### src/rtl/uplink_rr_arbiter_if.sv
// Requester-side and router-side handshake bundle for the uplink arbiter.
// The arbiter uses the master view; the NIs/router environment uses the slave view.
interface uplink_rr_arbiter_if #(
    parameter int N_REQ  = 4,
    parameter int DATA_W = 16
);
    logic [N_REQ*DATA_W-1:0] req_data;
    logic [N_REQ-1:0]        req_valid;
    logic [N_REQ-1:0]        req_ready;
    logic [DATA_W-1:0]       out_data;
    logic                    out_valid;
    logic                    out_ready;

    modport master (
        input  req_data,
        input  req_valid,
        input  out_ready,
        output req_ready,
        output out_data,
        output out_valid
    );

    modport slave (
        output req_data,
        output req_valid,
        output out_ready,
        input  req_ready,
        input  out_data,
        input  out_valid
    );
endinterface

### src/rtl/uplink_rr_arbiter.sv
// Round-robin arbiter with bounded burst locking that feeds one router injection port
// from N_REQ NIs through a single registered output stage; null-header words are dropped.
module uplink_rr_arbiter #(
    parameter int N_REQ      = 4,
    parameter int DATA_W     = 16,
    parameter int HEADER_W   = 6,
    parameter int BURST_MAX  = 4,
    parameter int DROP_CNT_W = 8,
    parameter int IDX_W      = (N_REQ > 1) ? $clog2(N_REQ) : 1
) (
    input  logic                  clk,
    input  logic                  reset_n,
    uplink_rr_arbiter_if.master   bus,
    output logic [IDX_W-1:0]      grant_id,
    output logic [DROP_CNT_W-1:0] drop_cnt
);
    localparam int                CNT_W       = 4;
    localparam logic [0:0]        ST_IDLE     = 1'b0;
    localparam logic [0:0]        ST_BURST    = 1'b1;
    localparam logic [CNT_W-1:0]  BURST_MAX_C = CNT_W'(BURST_MAX);
    localparam logic [IDX_W-1:0]  LAST_IDX    = IDX_W'(N_REQ - 1);

    logic [0:0]            state_q, state_d;
    logic [IDX_W-1:0]      rr_ptr_q, rr_ptr_d;
    logic [IDX_W-1:0]      owner_q, owner_d;
    logic [CNT_W-1:0]      burst_cnt_q, burst_cnt_d;
    logic [DATA_W-1:0]     out_data_q, out_data_d;
    logic                  out_valid_q, out_valid_d;
    logic [IDX_W-1:0]      grant_id_q, grant_id_d;
    logic [DROP_CNT_W-1:0] drop_cnt_q, drop_cnt_d;

    logic                  load_en;
    logic                  burst_hold;
    logic                  rr_found;
    logic                  win_found;
    logic                  win_null;
    logic                  accept;
    logic [IDX_W-1:0]      cand;
    logic [IDX_W-1:0]      rr_idx;
    logic [IDX_W-1:0]      win_idx;
    logic [DATA_W-1:0]     win_word;
    logic [CNT_W-1:0]      next_cnt;

    function automatic logic [IDX_W-1:0] idx_inc(input logic [IDX_W-1:0] i);
        return (i == LAST_IDX) ? '0 : i + 1'b1;
    endfunction

    function automatic logic [DROP_CNT_W-1:0] sat_inc(input logic [DROP_CNT_W-1:0] v);
        return (&v) ? v : v + 1'b1;
    endfunction

    // Cyclic search for the first valid requester starting at rr_ptr.
    always_comb begin
        rr_found = 1'b0;
        rr_idx   = rr_ptr_q;
        cand     = rr_ptr_q;
        for (int k = 0; k < N_REQ; k++) begin
            if (!rr_found && bus.req_valid[cand]) begin
                rr_found = 1'b1;
                rr_idx   = cand;
            end
            cand = idx_inc(cand);
        end
    end

    always_comb begin
        load_en    = !out_valid_q || bus.out_ready;
        burst_hold = (state_q == ST_BURST) && bus.req_valid[owner_q] &&
                     (burst_cnt_q < BURST_MAX_C);
        win_found  = burst_hold || rr_found;
        win_idx    = burst_hold ? owner_q : rr_idx;
        win_word   = bus.req_data[win_idx*DATA_W +: DATA_W];
        win_null   = (win_word[DATA_W-1 -: HEADER_W] == '0);
        accept     = reset_n && win_found && load_en;
        bus.req_ready = '0;
        if (reset_n && win_found) begin
            bus.req_ready[win_idx] = load_en;
        end
    end

    always_comb begin
        state_d     = state_q;
        rr_ptr_d    = rr_ptr_q;
        owner_d     = owner_q;
        burst_cnt_d = burst_cnt_q;
        out_data_d  = out_data_q;
        out_valid_d = out_valid_q;
        grant_id_d  = grant_id_q;
        drop_cnt_d  = drop_cnt_q;
        next_cnt    = burst_hold ? burst_cnt_q + 1'b1 : CNT_W'(1);

        if (load_en) begin
            out_valid_d = 1'b0;
        end

        // Owner went quiet while the stage could move: close the burst, owner to the back.
        if ((state_q == ST_BURST) && load_en && !bus.req_valid[owner_q]) begin
            state_d     = ST_IDLE;
            rr_ptr_d    = idx_inc(owner_q);
            burst_cnt_d = '0;
        end

        if (accept) begin
            grant_id_d = win_idx;
            owner_d    = win_idx;
            if (win_null) begin
                drop_cnt_d = sat_inc(drop_cnt_q);
            end else begin
                out_data_d  = win_word;
                out_valid_d = 1'b1;
            end
            if (next_cnt == BURST_MAX_C) begin
                state_d     = ST_IDLE;
                rr_ptr_d    = idx_inc(win_idx);
                burst_cnt_d = '0;
            end else begin
                state_d     = ST_BURST;
                burst_cnt_d = next_cnt;
            end
        end
    end

    always_ff @(posedge clk or negedge reset_n) begin
        if (!reset_n) begin
            state_q     <= ST_IDLE;
            rr_ptr_q    <= '0;
            owner_q     <= '0;
            burst_cnt_q <= '0;
            out_data_q  <= '0;
            out_valid_q <= 1'b0;
            grant_id_q  <= '0;
            drop_cnt_q  <= '0;
        end else begin
            state_q     <= state_d;
            rr_ptr_q    <= rr_ptr_d;
            owner_q     <= owner_d;
            burst_cnt_q <= burst_cnt_d;
            out_data_q  <= out_data_d;
            out_valid_q <= out_valid_d;
            grant_id_q  <= grant_id_d;
            drop_cnt_q  <= drop_cnt_d;
        end
    end

    assign bus.out_data  = out_data_q;
    assign bus.out_valid = out_valid_q;
    assign grant_id      = grant_id_q;
    assign drop_cnt      = drop_cnt_q;
endmodule

### src/flat_wrapper.sv
// flat-port wrapper written by rule: the top's interface ports become plain ports
module uplink_rr_arbiter_flat 
#(
    parameter int N_REQ      = 4,
    parameter int DATA_W     = 16,
    parameter int HEADER_W   = 6,
    parameter int BURST_MAX  = 4,
    parameter int DROP_CNT_W = 8,
    parameter int IDX_W      = (N_REQ > 1) ? $clog2(N_REQ) : 1
)
  (clk, reset_n, grant_id, drop_cnt, bus_req_data, bus_req_valid, bus_out_ready, bus_req_ready, bus_out_data, bus_out_valid);
  uplink_rr_arbiter_if #(.N_REQ(N_REQ), .DATA_W(DATA_W)) bus_i ();
  input  logic clk;
  input  logic reset_n;
  output logic [IDX_W-1:0] grant_id;
  output logic [DROP_CNT_W-1:0] drop_cnt;
  input wire logic [$bits(bus_i.req_data)-1:0] bus_req_data;
  input wire logic [$bits(bus_i.req_valid)-1:0] bus_req_valid;
  input wire logic [$bits(bus_i.out_ready)-1:0] bus_out_ready;
  output wire logic [$bits(bus_i.req_ready)-1:0] bus_req_ready;
  output wire logic [$bits(bus_i.out_data)-1:0] bus_out_data;
  output wire logic [$bits(bus_i.out_valid)-1:0] bus_out_valid;
  assign bus_i.req_data = bus_req_data;
  assign bus_i.req_valid = bus_req_valid;
  assign bus_i.out_ready = bus_out_ready;
  assign bus_req_ready = bus_i.req_ready;
  assign bus_out_data = bus_i.out_data;
  assign bus_out_valid = bus_i.out_valid;
  uplink_rr_arbiter #(.N_REQ(N_REQ), .DATA_W(DATA_W), .HEADER_W(HEADER_W), .BURST_MAX(BURST_MAX), .DROP_CNT_W(DROP_CNT_W), .IDX_W(IDX_W)) u_core (.clk(clk), .reset_n(reset_n), .bus(bus_i), .grant_id(grant_id), .drop_cnt(drop_cnt));
endmodule
### config.mk
export PLATFORM = sky130hd
export DESIGN_NAME = uplink_rr_arbiter_flat
export DESIGN_NICKNAME = d
export VERILOG_FILES = /design/src/rtl/uplink_rr_arbiter_if.sv /design/src/rtl/uplink_rr_arbiter.sv /design/src/flat_wrapper.sv
export SDC_FILE = /design/constraint.sdc
export NUM_CORES = 1
export LEC_CHECK = 0
export ABC_AREA = 1
export CORE_MARGIN = 5
export CORE_UTILIZATION = 49
export CTS_CLUSTER_DIAMETER = 200
export DETAILED_ROUTE_END_ITERATION = 12
export GPL_ROUTABILITY_DRIVEN = 1
export PLACE_DENSITY = 0.87
export SETUP_SLACK_MARGIN = 0.1
export SYNTH_ARGS = -nofsm -noshare
export SYNTH_HDL_FRONTEND = slang
export SYNTH_SLANG_ARGS = --single-unit
### constraint.sdc
create_clock -name clk -period 6.9 [get_ports clk]
set_clock_uncertainty 0.15 [all_clocks]
set_input_delay 2.07 -clock clk [delete_from_list [all_inputs] [get_ports clk]]
set_output_delay 2.07 -clock clk [all_outputs]
set_load 0.02 [all_outputs]
==> results.txt <==
- The run finished with clean final reports.
* Remaining global-route overflow: 0
* Slew at the pin closest to its max-slew limit: roughly 0.84 ns
- Number of flops mapped to enable cells by yosys: 0
* Total of endpoints with negative setup slack in the final report: 0
- The core region is roughly 5500 sq um.
- In this run the core area contains 27 standard-cell rows.
* Total Die Area: around 7200 sq um
- Initial antenna violation count: 0
- Final Hold Vio Count: 0
* Post-DRT Antenna Nets: 0
* Final worst-path setup slack: 0.549 ns
* Crit path buf inv count: 6
* Flops & latches, synth: 34
- Average instance area after synthesis: 6.52 sq um
- The top cell type by area accounts for between 30% and 40% of the synthesized area.
- Number of remaining DRC errors: 0
* Horizontal die dimension: 85.1 um
- At the later pin of the worst-skew pair, clock insertion delay measures between 0.2 and 0.3 ns.
- Detailed-router iteration count before antenna repair: 7
- Buffers placed on the I/O ports in this run total between 100 and 150.
- Max capacitance violation total: 0
- In this design, the largest share of critical-path delay is due to buffers and inverters.
- The clock tree synthesis step divided the H-tree into 2 levels.
* Cell Chain, Critical Path: clkdlybuf4s50_1, inv_1, o21ai_0, nand2_1, inv_1, nand4_2, nand2_1, inv_2, a21oi_2, ha_1, inv_1, nor2_1, dlymetal6s2s_1
* Antenna Diode Count: 0
- By area the synthesized netlist is led by sky130_fd_sc_hd__dfrtp_1 31%, sky130_fd_sc_hd__nand2_1 18%, sky130_fd_sc_hd__nand3_1 11%.
* Buffer count from post-CTS setup fixing: 0
- RSZ-0062 raised after global routing: false
- Share of the yosys chip area belonging to registers: between 30% and 40%
- Number of buffers inserted by hold repair at cts: 0
- The clock net in this run drives a total of 34 sinks.
- RD Place Congestion: 0.923
* Startpoint type of the worst setup path: input pin
* Critical Setup Path Class: input pin to primary output
- DP Wirelength: 6490 um
- TritonCTS Buffers: 5
- After detailed routing, the average wire length per cell comes to 14.2 um.
- Clock tree root driver cell: sky130_fd_sc_hd__clkbuf_8
- Across every metal layer, demand over resource in global routing totals 22.4%.
- First DRT Iteration DRCs: around 190
* Net total in the final layout: roughly 600
- The clock passes through at most 2 buffers.
* Max-Slew Margin vs Limit: between 40 and 50%
* Arrival @ worst endpoint: roughly 4.1 ns
* Number of cell instances on the worst register-to-register path: 20
- Layout Area Growth over Synthesis: 43.3%
* Largest area contributor in the netlist: sky130_fd_sc_hd__dfrtp_1
- Ratio of routed vias to standard cells: between 5 and 6
* Number of stages on the worst setup path: 13
* Pin count of the biggest net entering global routing: 42
* Clock tree from TritonCTS: yes
- Of all nets on the critical path, the largest fanout is 7.
* Cell count after synthesis: between 400 and 500
- For this configuration, the core starts out at a cell density of 50.2%.
- The first global-routing pass estimated 13500 um of wire.
- The number of nets in the synthesized netlist is about 500.
- Wire length reported by the detailed router: roughly 8400 um
- Post-route cell area: around 4000 sq um
- Setup total negative slack on the finished layout was measured at 0 ns.
- Counting distinct cell types in the post-synthesis netlist gives 33.
- The commonest cells after synthesis are 134 x sky130_fd_sc_hd__nand2_1, 61 x sky130_fd_sc_hd__nand3_1, 41 x sky130_fd_sc_hd__inv_1, 34 x sky130_fd_sc_hd__dfrtp_1, 32 x sky130_fd_sc_hd__nor2_1.
- Most common cell on crit path: sky130_fd_sc_hd__inv_1
- For this run, asynchronously set or reset flops after synthesis account for between 90% and 100%.
- Of the cells placed in the final design, the portion with a size suffix greater than 1 is slightly above 8%.
* Clock input transition at the sequential cells of the worst setup and hold paths: around 0.080 ns
* Via count of the first global-routing pass: between 3000 and 4000
- Critical Path End Type: primary output
- The final route contains 3202 vias.
- The tightest min-delay check is of the flip-flop to flip-flop type.
- For this design, the slowest cell found on the critical path is sky130_fd_sc_hd__clkdlybuf4s50_1.
* Count leader, synth: sky130_fd_sc_hd__nand2_1
* Main flop type after synthesis: sky130_fd_sc_hd__dfrtp_1
* CP Data Required Time: 4.68 ns
* Worst hold path depth: 2
- Post-synthesis instance area: approximately 2800 sq um
- 102 I/O pins were placed.
- Number of pins with negative max-slew slack in the final report: 0
- Utilization of the core after routing: a little under three quarters
* Placed cell area: about 3800 sq um
* Maximum clock frequency: between 150 and 200 MHz
- Die Height: 85.1 um
* Final worst path period need: ~6.4 ns
* Total number of yosys warnings: 0
- Post-cts resize count: 0
- Timing analysis after detailed placement gives a worst setup slack of about 0.2 ns.
- Of the available clock period, the critical path in the final layout requires just over 90%.
* Maximum cell stage delay along the critical path: 0.54 ns
==> per-stage QoR <==
step / instances / hold WS, ns
2_1_floorplan: 424 / 0.320
3_3_place_gp: 587 / 0.303
3_5_place_dp: 587 / 0.307
4_1_cts: 595 / 0.326
5_1_grt: 595 / 0.358
6_report: 595 / 0.325
==> placed cells by master, fill, tap and decap left out <==
| master | Yosys | routed |
|---|---|---|
| sky130_fd_sc_hd__nand3b_1 | 5 | 5 |
| sky130_fd_sc_hd__nand3_4 | 1 | 1 |
| sky130_fd_sc_hd__nor2_8 | 1 | 1 |
| sky130_fd_sc_hd__inv_1 | 41 | 41 |
| sky130_fd_sc_hd__nand4_1 | 9 | 9 |
| sky130_fd_sc_hd__dlymetal6s2s_1 | 0 | 4 |
| sky130_fd_sc_hd__o32ai_1 | 1 | 1 |
| sky130_fd_sc_hd__nand2_1 | 134 | 134 |
| sky130_fd_sc_hd__nand2_2 | 9 | 9 |
| sky130_fd_sc_hd__nor3_1 | 3 | 3 |
| sky130_fd_sc_hd__clkinv_4 | 0 | 1 |
| sky130_fd_sc_hd__o21ai_1 | 1 | 1 |
| sky130_fd_sc_hd__nor2_1 | 32 | 32 |
| sky130_fd_sc_hd__nand2_4 | 1 | 1 |
| sky130_fd_sc_hd__ha_1 | 8 | 8 |
| sky130_fd_sc_hd__nand4_2 | 1 | 1 |
| sky130_fd_sc_hd__clkinv_1 | 1 | 1 |
| sky130_fd_sc_hd__buf_2 | 8 | 1 |
| sky130_fd_sc_hd__xor2_1 | 6 | 6 |
| sky130_fd_sc_hd__buf_4 | 1 | 9 |
| sky130_fd_sc_hd__o22ai_1 | 11 | 11 |
| sky130_fd_sc_hd__a21oi_1 | 1 | 1 |
| sky130_fd_sc_hd__o21ai_0 | 31 | 31 |
| sky130_fd_sc_hd__nor2_2 | 4 | 4 |
| sky130_fd_sc_hd__clkbuf_8 | 0 | 5 |
| sky130_fd_sc_hd__a31oi_1 | 1 | 1 |
| sky130_fd_sc_hd__clkdlybuf4s50_1 | 0 | 96 |
| sky130_fd_sc_hd__nor2_4 | 1 | 1 |
| sky130_fd_sc_hd__nand3_2 | 2 | 2 |
| sky130_fd_sc_hd__inv_6 | 1 | 1 |
| sky130_fd_sc_hd__dfrtp_1 | 34 | 34 |
| sky130_fd_sc_hd__a21oi_2 | 1 | 1 |
| sky130_fd_sc_hd__inv_2 | 3 | 3 |
| sky130_fd_sc_hd__nand3_1 | 61 | 61 |
| sky130_fd_sc_hd__bufinv_16 | 0 | 2 |
==> path summary, 6_finish.rpt <==
path,start,slack (ns),endpoint
min reg2reg,u_core.bus.out_data[5],0.33,u_core.bus.out_data[5]
min,u_core.bus.out_data[5],0.33,u_core.bus.out_data[5]
min in group asynchronous,reset_n,1.68,u_core.bus.out_valid
max in group asynchronous,reset_n,4.61,u_core.bus.out_data[15]
max reg2reg,u_core.rr_ptr_q[0],3.15,u_core.bus.out_data[0]
max,bus_req_valid[2],0.55,bus_req_ready[1]
==> flip-flops by register name, indices dropped and copies added, names as in the netlist <==
register              count
u_core.drop_cnt           8
u_core.state_q            1
u_core.rr_ptr_q           2
u_core.bus.out_data      16
u_core.owner_q            2
u_core.bus.out_valid      1
u_core.burst_cnt_q        4
==> worst reg2reg max path: cells and delay by family, from the launching register on <==
| family | cells | cell delay, ns |
|---|---|---|
| adder cells (fa/ha/maj) | 1 | 0.52 |
| AND/OR/NAND/NOR | 17 | 2.04 |
| buffers and inverters | 2 | 0.45 |
| flip-flops | 1 | 0.55 |
==> final cells by class <==
| cell class | count | area (sq um) |
|---|---|---|
| clock buffer | 5 | 68.8 |
| clock inverter | 3 | 68.8 |
| fill | 449 | 1550 |
| inverter | 46 | 178 |
| multi-input combinational | 325 | 1620 |
| sequential | 34 | 851 |
| tap | 72 | 90.1 |
| timing repair buffer | 110 | 1080 |
==> metal layers <==
layer	track usage, %	up-vias	routed length [um]
met4	6.76	0	148
met2	38.1	134	4140
li1	-	1570	-
met5	0	-	0
met3	3.79	10	568
met1	28.9	1488	3590
==> logic make-up (layout without fill, tap and decap cells) <==
logic type | count (synthesis) | count (layout) | share of synthesized area [%]
AOI/OAI and AO/OA | 47 | 47 | 9.32
xor gates and xnor gates | 6 | 6 | 1.90
adders and majority gates | 8 | 8 | 3.62
buffers and inverters | 65 | 164 | 10.6
DFF | 34 | 34 | 30.8
and+or+nand+nor | 264 | 264 | 43.8
Power is left out: the tool's default activity adds up to more than one toggle a clock period on the data nets, which glitch-free logic cannot reach.
